`src/rtl/adau_spi_arbiter_if.sv`:
```
// Handshake bundle between the command sources, the arbiter and the SPI master.
// slave = arbiter view, master = SoC/source view.
interface adau_spi_arbiter_if #(
    parameter int CMD_W      = 32,
    parameter int FIFO_DEPTH = 4
);
    localparam int LVL_W = $clog2(FIFO_DEPTH) + 1;

    logic [CMD_W-1:0] init_cmd;
    logic             init_valid;
    logic             init_ready;
    logic             init_done;
    logic [CMD_W-1:0] rt_cmd;
    logic             rt_valid;
    logic             rt_ready;
    logic [CMD_W-1:0] spi_cmd;
    logic             spi_valid;
    logic             spi_ready;
    logic             busy;
    logic [LVL_W-1:0] fifo_level;

    modport slave (
        input  init_cmd, init_valid, init_done, rt_cmd, rt_valid, spi_ready,
        output init_ready, rt_ready, spi_cmd, spi_valid, busy, fifo_level
    );

    modport master (
        output init_cmd, init_valid, init_done, rt_cmd, rt_valid, spi_ready,
        input  init_ready, rt_ready, spi_cmd, spi_valid, busy, fifo_level
    );
endinterface

```
`src/rtl/adau_spi_arbiter.sv`:
```
// Arbitrates boot-time init commands and buffered runtime writes onto one SPI master,
// with a guard gap after each command. ADAU_SPI_ARB_STATS_EN adds cmd_count/rt_stall.
module adau_spi_arbiter #(
    parameter int CMD_W      = 32,
    parameter int FIFO_DEPTH = 4,
    parameter int GAP_CYCLES = 8
) (
    input  logic                clk,
    input  logic                reset_n,
    adau_spi_arbiter_if.slave   bus
`ifdef ADAU_SPI_ARB_STATS_EN
    ,
    output logic [15:0]         cmd_count,
    output logic                rt_stall
`endif
);
    localparam int PTR_W = $clog2(FIFO_DEPTH);
    localparam int LVL_W = PTR_W + 1;
    localparam int CNT_W = (GAP_CYCLES > 1) ? $clog2(GAP_CYCLES) : 1;

    typedef enum logic [1:0] {IDLE, ISSUE, GAP} state_t;

    state_t           state_q, state_d;
    logic [CMD_W-1:0] spi_cmd_q;
    logic [CMD_W-1:0] mem [FIFO_DEPTH];
    logic [PTR_W-1:0] wr_ptr_q, rd_ptr_q;
    logic [LVL_W-1:0] level_q;
    logic [CNT_W-1:0] gap_q;

    logic grant_init, grant_rt, push, pop, fifo_full;

    // init wins outright; rt is only considered once init has finished
    assign grant_init = (state_q == IDLE) && !bus.init_done && bus.init_valid;
    assign grant_rt   = (state_q == IDLE) && bus.init_done && (level_q != '0);
    assign fifo_full  = (level_q == LVL_W'(FIFO_DEPTH));
    assign push       = bus.rt_valid && !fifo_full;
    assign pop        = grant_rt;

    always_comb begin
        state_d = state_q;
        case (state_q)
            IDLE:    if (grant_init || grant_rt) state_d = ISSUE;
            ISSUE:   if (bus.spi_ready)          state_d = GAP;
            GAP:     if (gap_q == '0)            state_d = IDLE;
            default: state_d = IDLE;
        endcase
    end

    always_ff @(posedge clk or negedge reset_n) begin
        if (!reset_n) begin
            state_q   <= IDLE;
            spi_cmd_q <= '0;
            gap_q     <= '0;
        end else begin
            state_q <= state_d;
            if (grant_init)
                spi_cmd_q <= bus.init_cmd;
            else if (grant_rt)
                spi_cmd_q <= mem[rd_ptr_q];
            if (state_q == ISSUE && bus.spi_ready)
                gap_q <= CNT_W'(GAP_CYCLES - 1);
            else if (state_q == GAP && gap_q != '0)
                gap_q <= gap_q - 1'b1;
        end
    end

    // storage needs no reset; validity is tracked by level_q
    always_ff @(posedge clk) begin
        if (push) mem[wr_ptr_q] <= bus.rt_cmd;
    end

    always_ff @(posedge clk or negedge reset_n) begin
        if (!reset_n) begin
            wr_ptr_q <= '0;
            rd_ptr_q <= '0;
            level_q  <= '0;
        end else begin
            if (push) wr_ptr_q <= wr_ptr_q + 1'b1;
            if (pop)  rd_ptr_q <= rd_ptr_q + 1'b1;
            case ({push, pop})
                2'b10:   level_q <= level_q + 1'b1;
                2'b01:   level_q <= level_q - 1'b1;
                default: level_q <= level_q;
            endcase
        end
    end

    assign bus.init_ready = grant_init;
    assign bus.rt_ready   = !fifo_full;
    assign bus.spi_cmd    = spi_cmd_q;
    assign bus.spi_valid  = (state_q == ISSUE);
    assign bus.busy       = (state_q != IDLE) || (level_q != '0);
    assign bus.fifo_level = level_q;

`ifdef ADAU_SPI_ARB_STATS_EN
    logic [15:0] cmd_cnt_q;

    always_ff @(posedge clk or negedge reset_n) begin
        if (!reset_n)
            cmd_cnt_q <= '0;
        else if (bus.spi_valid && bus.spi_ready)
            cmd_cnt_q <= cmd_cnt_q + 16'd1;
    end

    assign cmd_count = cmd_cnt_q;
    assign rt_stall  = bus.rt_valid && fifo_full;
`endif
endmodule
```
`src/flat_wrapper.sv`:
```
// flat-port wrapper written by rule: the top's interface ports become plain ports
module adau_spi_arbiter_flat 
#(
    parameter int CMD_W      = 32,
    parameter int FIFO_DEPTH = 4,
    parameter int GAP_CYCLES = 8
)
  (clk, reset_n, bus_init_cmd, bus_init_valid, bus_init_done, bus_rt_cmd, bus_rt_valid, bus_spi_ready, bus_init_ready, bus_rt_ready, bus_spi_cmd, bus_spi_valid, bus_busy, bus_fifo_level);
  adau_spi_arbiter_if #(.CMD_W(CMD_W), .FIFO_DEPTH(FIFO_DEPTH)) bus_i ();
  input  logic clk;
  input  logic reset_n;
  input wire logic [$bits(bus_i.init_cmd)-1:0] bus_init_cmd;
  input wire logic [$bits(bus_i.init_valid)-1:0] bus_init_valid;
  input wire logic [$bits(bus_i.init_done)-1:0] bus_init_done;
  input wire logic [$bits(bus_i.rt_cmd)-1:0] bus_rt_cmd;
  input wire logic [$bits(bus_i.rt_valid)-1:0] bus_rt_valid;
  input wire logic [$bits(bus_i.spi_ready)-1:0] bus_spi_ready;
  output wire logic [$bits(bus_i.init_ready)-1:0] bus_init_ready;
  output wire logic [$bits(bus_i.rt_ready)-1:0] bus_rt_ready;
  output wire logic [$bits(bus_i.spi_cmd)-1:0] bus_spi_cmd;
  output wire logic [$bits(bus_i.spi_valid)-1:0] bus_spi_valid;
  output wire logic [$bits(bus_i.busy)-1:0] bus_busy;
  output wire logic [$bits(bus_i.fifo_level)-1:0] bus_fifo_level;
  assign bus_i.init_cmd = bus_init_cmd;
  assign bus_i.init_valid = bus_init_valid;
  assign bus_i.init_done = bus_init_done;
  assign bus_i.rt_cmd = bus_rt_cmd;
  assign bus_i.rt_valid = bus_rt_valid;
  assign bus_i.spi_ready = bus_spi_ready;
  assign bus_init_ready = bus_i.init_ready;
  assign bus_rt_ready = bus_i.rt_ready;
  assign bus_spi_cmd = bus_i.spi_cmd;
  assign bus_spi_valid = bus_i.spi_valid;
  assign bus_busy = bus_i.busy;
  assign bus_fifo_level = bus_i.fifo_level;
  adau_spi_arbiter #(.CMD_W(CMD_W), .FIFO_DEPTH(FIFO_DEPTH), .GAP_CYCLES(GAP_CYCLES)) u_core (.clk(clk), .reset_n(reset_n), .bus(bus_i));
endmodule
```
`config.mk`:
```
export PLATFORM = sky130hd
export DESIGN_NAME = adau_spi_arbiter_flat
export DESIGN_NICKNAME = d
export VERILOG_FILES = /design/src/rtl/adau_spi_arbiter_if.sv /design/src/rtl/adau_spi_arbiter.sv /design/src/flat_wrapper.sv
export SDC_FILE = /design/constraint.sdc
export NUM_CORES = 1
export LEC_CHECK = 0
export CAP_MARGIN = 0
export CORE_ASPECT_RATIO = 1.2
export CORE_MARGIN = 3
export CORE_UTILIZATION = 39
export CTS_BUF_LIST = sky130_fd_sc_hd__clkbuf_4 sky130_fd_sc_hd__clkbuf_8
export DETAILED_ROUTE_END_ITERATION = 8
export SKIP_LAST_GASP = 1
export SLEW_MARGIN = 10
export SYNTH_ARGS = -nofsm -noshare
export SYNTH_HDL_FRONTEND = slang
export SYNTH_SLANG_ARGS = --single-unit
export TNS_END_PERCENT = 1
```
`constraint.sdc`:
```
create_clock -name clk -period 3.04 [get_ports clk]
set_clock_uncertainty 0.05 [all_clocks]
set_input_delay 0.912 -clock clk [delete_from_list [all_inputs] [get_ports clk]]
set_output_delay 0.912 -clock clk [all_outputs]
set_load 0.02 [all_outputs]
```
### Word level (Yosys, flattened, before mapping)

Memory sizes are Yosys's and may differ from the RTL's.
Cells that the tools add are included.

* register bits after elaboration: 44
* bits in writable memories: 128
* memories: 1

Memories
* u_core.mem: words 4, bits a word 32, read ports 1, clocked after Yosys merged registers in 0, write ports 1, line adau_spi_arbiter.sv:25 `logic [CMD_W-1:0] mem [FIFO_DEPTH];`

* add/sub/neg operators: 5
* eq/ne operators: 8
* mux-type cells: 11
* reduce and logical (&&, ||, !) cells: 20

Operators with widths (number)
* $mux 32: 2
* $reduce_bool 2->1: 4
* $logic_and 1x1->1: 7
* $mux 2: 3
* $mux 3: 2
* $pmux 2 s3: 1
* $pmux 3 s2: 1
* $reduce_bool 3->1: 2
* $sub 3x1->3 const B: 2
* $add 2x1->2 const B: 2
* $eq 2x1->1 const B: 2
* $eq 2x2->1 const B: 2
* $ne 2x2->1 const B: 2
* $add 3x1->3 const B: 1
* $eq 3x3->1 const B: 1
* $logic_not 3->1: 1
* $reduce_and 3->1: 1
* $logic_not 1->1: 2
* $logic_not 2->1: 1
* $logic_or 1x1->1: 2
* $mux 1: 2
* $ne 2x1->1 const B: 1

### Logic depth before layout (Yosys ltp)

* depth after elaboration: 6
* gate-level depth with buffers: 11
* mapped depth without buffers: 9

### Worst setup path after synthesis

Ideal clock, no wire load.

* path kind: in2reg
* start: input port bus_init_done
* end: register u_core.level_q[2] (netlist: u_core.bus.fifo_level[2])
* setup time: 0.080 ns
* data arrival time: 2.634 ns
* data required time: 2.910 ns
* slack: 0.277 ns
* cell stages on the path: 10
* path buffers: 2
* path through: nor3b_2 > and2_4 > buf_6 > buf_6 > ha_1 > inv_1 > fa_1 > xor2_1 > nor2_1 > xor2_1

* word-level cells in the longest chain between the ends: 4
* elaborated cells between the ends (all ways): 6
* those cells by class: 2 x eq/ne; 1 x mux; 3 x reduce/logical

Ends and longest elaborated chain
* start, declared: line flat_wrapper.sv:14 `input wire logic [$bits(bus_i.init_done)-1:0] bus_init_done;`
* $logic_and 1x1->1 (*) (2 in series): line adau_spi_arbiter.sv:34 `assign grant_rt = (state_q == IDLE) && bus.init_done && (level_q != '0);`
* via u_core.grant_rt: line adau_spi_arbiter.sv:30 `logic grant_init, grant_rt, push, pop, fifo_full;`
* $eq 2x1->1 / $eq 2x2->1 (equally long branches): line adau_spi_arbiter.sv:80 `case ({push, pop})`
* $pmux 3 s2 / $reduce_bool 2->1 (equally long branches)
* end signal, assigned: line adau_spi_arbiter.sv:81 `2'b10: level_q <= level_q + 1'b1;`
* end signal, assigned: line adau_spi_arbiter.sv:82 `2'b01: level_q <= level_q - 1'b1;`
* end signal, assigned: line adau_spi_arbiter.sv:83 `default: level_q <= level_q;`
* end, declared: line adau_spi_arbiter.sv:27 `logic [LVL_W-1:0] level_q;`

The timed path passes the listed nets; every way through them passes the cells marked *.
A chain may end at the register's enable or synchronous reset.

### Final worst setup path

* start: input port bus_init_done
* end: output port bus_init_ready

* word-level cells in the longest chain between the ends: 3

Ends and longest elaborated chain
* $logic_not 1->1: line adau_spi_arbiter.sv:33 `assign grant_init = (state_q == IDLE) && !bus.init_done && bus.init_valid;`
* $logic_and 1x1->1 (2 in series): line adau_spi_arbiter.sv:33
* end, declared: line flat_wrapper.sv:18 `output wire logic [$bits(bus_i.init_ready)-1:0] bus_init_ready;`

No other way between the ends.

==> impl_metrics.prom <==
# TYPE chip_impl_metric gauge
chip_impl_info{name="status",value="completed"} 1
chip_impl_metric{name="fp-row-count",unit=""} 53
chip_impl_info{name="synthDominantAreaCellType",value="edfxtp_1"} 1
chip_impl_metric{name="portbufs",unit=""} 108
chip_impl_info{name="grt_setup_unrepaired",value="yes"} 1
chip_impl_metric{name="drc_errors",unit=""} 0
chip_impl_metric{name="layout.nets",unit=""} 608
chip_impl_metric{name="power.share.sequential",unit="%"} 42.7
chip_impl_info{name="clock_tree_from_tritoncts",value="yes"} 1
chip_impl_metric{name="slew_headroom",unit="%"} 37.0
chip_impl_metric{name="first_pass_iteration_count_of_the_detailed_router",unit=""} 4
chip_impl_metric{name="clkPwrFrac",unit="%"} 21.7
chip_impl_metric{name="dieHeight",unit="um"} 153
chip_impl_metric{name="post-route-min-period",unit="ps"} 3030
chip_impl_metric{name="area_delta_synth_final",unit="%"} 25.0
chip_impl_metric{name="synth-edff-count",unit=""} 128
chip_impl_metric{name="post_cts.repair.setup_buffers",unit=""} 0
chip_impl_metric{name="clk_transition_reported_paths",unit="ps"} 80
chip_impl_info{name="timing.hold.worst.class",value="register to register"} 1
chip_impl_metric{name="final-setup-viol-count",unit=""} 0
chip_impl_metric{name="required_time_reported_for_the_critical_path_endpoint",unit="ps"} 2080
chip_impl_metric{name="netSwitchingFraction",unit="%"} 32.3
chip_impl_metric{name="yosysSeqAreaShare",unit="%"} 70.0
chip_impl_metric{name="worst_setup_slack_after_placement",unit="ps"} -435
chip_impl_metric{name="synth.yosys.warnings",unit=""} 0
chip_impl_metric{name="fp.dieArea",unit="sq um"} 19800
chip_impl_metric{name="post_synth_num_cell_types",unit=""} 31
chip_impl_info{name="layout.cells.most_common_list",value="edfxtp_1 (128), clkdlybuf4s50_1 (105), nand2_1 (70), dfrtp_1 (42), nand3_1 (33)"} 1
chip_impl_metric{name="ant_nets",unit=""} 0
chip_impl_metric{name="max_freq",unit="MHz"} 330
chip_impl_metric{name="arrival",unit="ps"} 2070
chip_impl_metric{name="cts-root-to-sink-buffers",unit=""} 2
chip_impl_metric{name="clk-insertion-delay-late",unit="ps"} 450
chip_impl_metric{name="floorplan.io_pins",unit=""} 109
chip_impl_metric{name="totalWireLength",unit="um"} 15000
chip_impl_metric{name="synth_area_per_inst",unit="sq um"} 17.0
chip_impl_metric{name="syn_area",unit="sq um"} 7060
chip_impl_metric{name="power.net_switching",unit="mW"} 2.72
chip_impl_metric{name="p_leak",unit="nW"} 3.22
chip_impl_metric{name="global_route_total_usage_across_every_layer",unit="%"} 15.7
chip_impl_info{name="dominant_synthesized_flop_cell",value="edfxtp_1"} 1
chip_impl_metric{name="core_area",unit="sq um"} 17600
chip_impl_info{name="netlist_top_cells_area",value="edfxtp_1 (54%), dfrtp_1 (16%), mux4_2 (10%)"} 1
chip_impl_metric{name="fin_crit_sh",unit="%"} 99.8
chip_impl_metric{name="post_synth_inst_count",unit=""} 416
chip_impl_metric{name="multi_input_area",unit="sq um"} 1890
chip_impl_metric{name="worst_hold_slack",unit="ps"} 462
chip_impl_metric{name="p_per_area",unit="nW/um^2"} 955
chip_impl_metric{name="worstPathMaxFanout",unit=""} 2
chip_impl_metric{name="grt_first_pass_wirelength",unit="um"} 23100
chip_impl_metric{name="layout_setup_ws",unit="ps"} 7.48
chip_impl_metric{name="routed_via_density",unit=""} 5.13
chip_impl_metric{name="yosys_register_bits",unit=""} 172
chip_impl_metric{name="largest_net_degree_at_the_start_of_global_routing",unit=""} 37
chip_impl_metric{name="ctsHtreeMaxLevel",unit=""} 4
chip_impl_metric{name="n_antenna_cell",unit=""} 0
chip_impl_metric{name="post-dp-hpwl",unit="um"} 9160
chip_impl_info{name="final_common_cell",value="edfxtp_1"} 1
chip_impl_metric{name="dr.first_iter.drc_count",unit=""} 204
chip_impl_metric{name="total_count_of_hold_check_failures_in_the_final_report",unit=""} 0
chip_impl_metric{name="chipWidth",unit="um"} 129
chip_impl_info{name="path_class",value="primary input to output pin"} 1
chip_impl_metric{name="cts_inserted_buffers",unit=""} 17
chip_impl_metric{name="seqCellArea",unit="sq um"} 4950
chip_impl_metric{name="worstMarginPinSlew",unit="ps"} 945
chip_impl_metric{name="numClockSinks",unit=""} 172
chip_impl_metric{name="slew_violations",unit=""} 0
chip_impl_metric{name="asyncSetResetFlopFracSynth",unit="%"} 25.6
chip_impl_metric{name="gp_congestion",unit=""} 0.684
chip_impl_metric{name="initial_util",unit="%"} 40.0
chip_impl_metric{name="yosys_top_cell_area_share",unit="%"} 54.4
chip_impl_metric{name="final.fill_count",unit=""} 1490
chip_impl_info{name="critical_path.endpoint_type",value="output pin"} 1
chip_impl_info{name="cts.root.buffer_cell",value="clkbuf_8"} 1
chip_impl_metric{name="drive_gt1_share",unit="%"} 22.5
chip_impl_metric{name="synthesis.nets",unit=""} 494
chip_impl_metric{name="number_of_global_route_vias_before_repair",unit=""} 4220
chip_impl_metric{name="antenna_found_initial",unit=""} 1
chip_impl_metric{name="global_route.overflow_total",unit=""} 0
chip_impl_metric{name="combinationalPowerShare",unit="%"} 35.6
chip_impl_info{name="critical_path.startpoint_type",value="primary input"} 1
chip_impl_metric{name="detail_route.wl_per_cell",unit="um"} 19.7
chip_impl_metric{name="dr_total_vias",unit=""} 3912
chip_impl_metric{name="max-cap-violations",unit=""} 0
chip_impl_metric{name="vdd.ir_drop.worst",unit="V"} 0.000314
chip_impl_metric{name="internal-power",unit="mW"} 5.71
-- path summary, 6_finish.rpt --
check                                                end  slack [ps]                startpoint  cells past startpoint
worst min-delay path            u_core.bus.fifo_level[2]         460  u_core.bus.fifo_level[2]                      1
min in group asynchronous       u_core.bus.fifo_level[1]         560                   reset_n                      1
worst min register to register  u_core.bus.fifo_level[2]         460  u_core.bus.fifo_level[2]                      1
worst max register to register  u_core.bus.fifo_level[1]         640  u_core.bus.fifo_level[1]                      7
worst max-delay path                      bus_init_ready           7             bus_init_done                      4
max in group asynchronous         u_core.bus.spi_cmd[15]        1710                   reset_n                      2
-- cell type report --
cell class / count / area share [%]
multi-input cells: 206 / 21.4
flip-flops and latches: 172 / 56.0
well taps: 220 / 3.12
repair buffers: 122 / 13.7
inverters: 11 / 0.524
clock inverters: 11 / 2.14
clock buffers: 21 / 3.13
-- power by group through the flow --
stage,logic (mW),clock network [mW],registers [mW]
after floorplan,1.85,0,3.73
after global placement,3.03,0,3.63
final,3.00,1.83,3.60
after detailed placement,3.08,0,3.66
after global routing,3.26,1.99,3.67
after CTS,3.08,1.89,3.61
-- repair_timing --
action	in CTS	in global routing
gates resized for setup	6	1
hold endpoints to repair	0	0
setup endpoints to repair	2	2
hold buffers	0	0
-- sequential cells by signal (all words and copies together), names as in the netlist --
register and flops:
u_core.gap_q 3, u_core.state_q 2, u_core.bus.fifo_level 3, u_core.mem 128
u_core.rd_ptr_q 2, u_core.bus.spi_cmd 32, u_core.wr_ptr_q 2
-- critical path, stage by stage --
cell and delay, ps:
clkdlybuf4s50_1 420, or4b_4 520, clkinv_4 60, buf_2 150
-- synthesized netlist by cell type, types with 2 or more instances --
| cell type | n |
|---|---|
| and3_1 | 4 |
| buf_2 | 5 |
| buf_4 | 2 |
| buf_6 | 11 |
| clkbuf_1 | 9 |
| dfrtp_1 | 44 |
| edfxtp_1 | 128 |
| ha_1 | 7 |
| inv_1 | 10 |
| mux4_2 | 32 |
| nand2_1 | 70 |
| nand3_1 | 33 |
| nor2b_1 | 2 |
| o211ai_1 | 6 |
| o211ai_2 | 29 |
| o21ai_0 | 4 |
| or3_1 | 2 |
| xnor2_1 | 3 |
| xor2_1 | 3 |
-- per-stage QoR --
stage               area [sq um]  total power [mW]  TNS (ps)  std cells  util, %
floorplan                   7060              5.58         0        416        -
global placement            8370              6.66      -434        731     47.5
detailed placement          8370              6.74      -435        731     47.5
CTS                         8830              8.58     -4.30        763     50.1
global route                8830              8.92     -31.4        763     50.0
finish                      8830              8.43         0        763     50.0
-- layer usage --
metal / vias up / wire length, um / track usage (%)
li1: 1804 / - / -
met5: - / 13 / 0
met2: 85 / 7740 / 26.5
met4: 2 / 296 / 5.75
met3: 23 / 586 / 4.05
met1: 1998 / 6410 / 19.4
-- logic make-up after synthesis --
logic type,Yosys count,share of synthesized area (%)
and+or+nand+nor,119,7.71
AOI/OAI and AO/OA,40,6.18
muxes,33,10.4
xor gates and xnor gates,6,0.744
adders and majority gates,8,1.52
DFF,172,70.0
buffers and inverters,38,3.45
(Power assumes the default switching activity.)
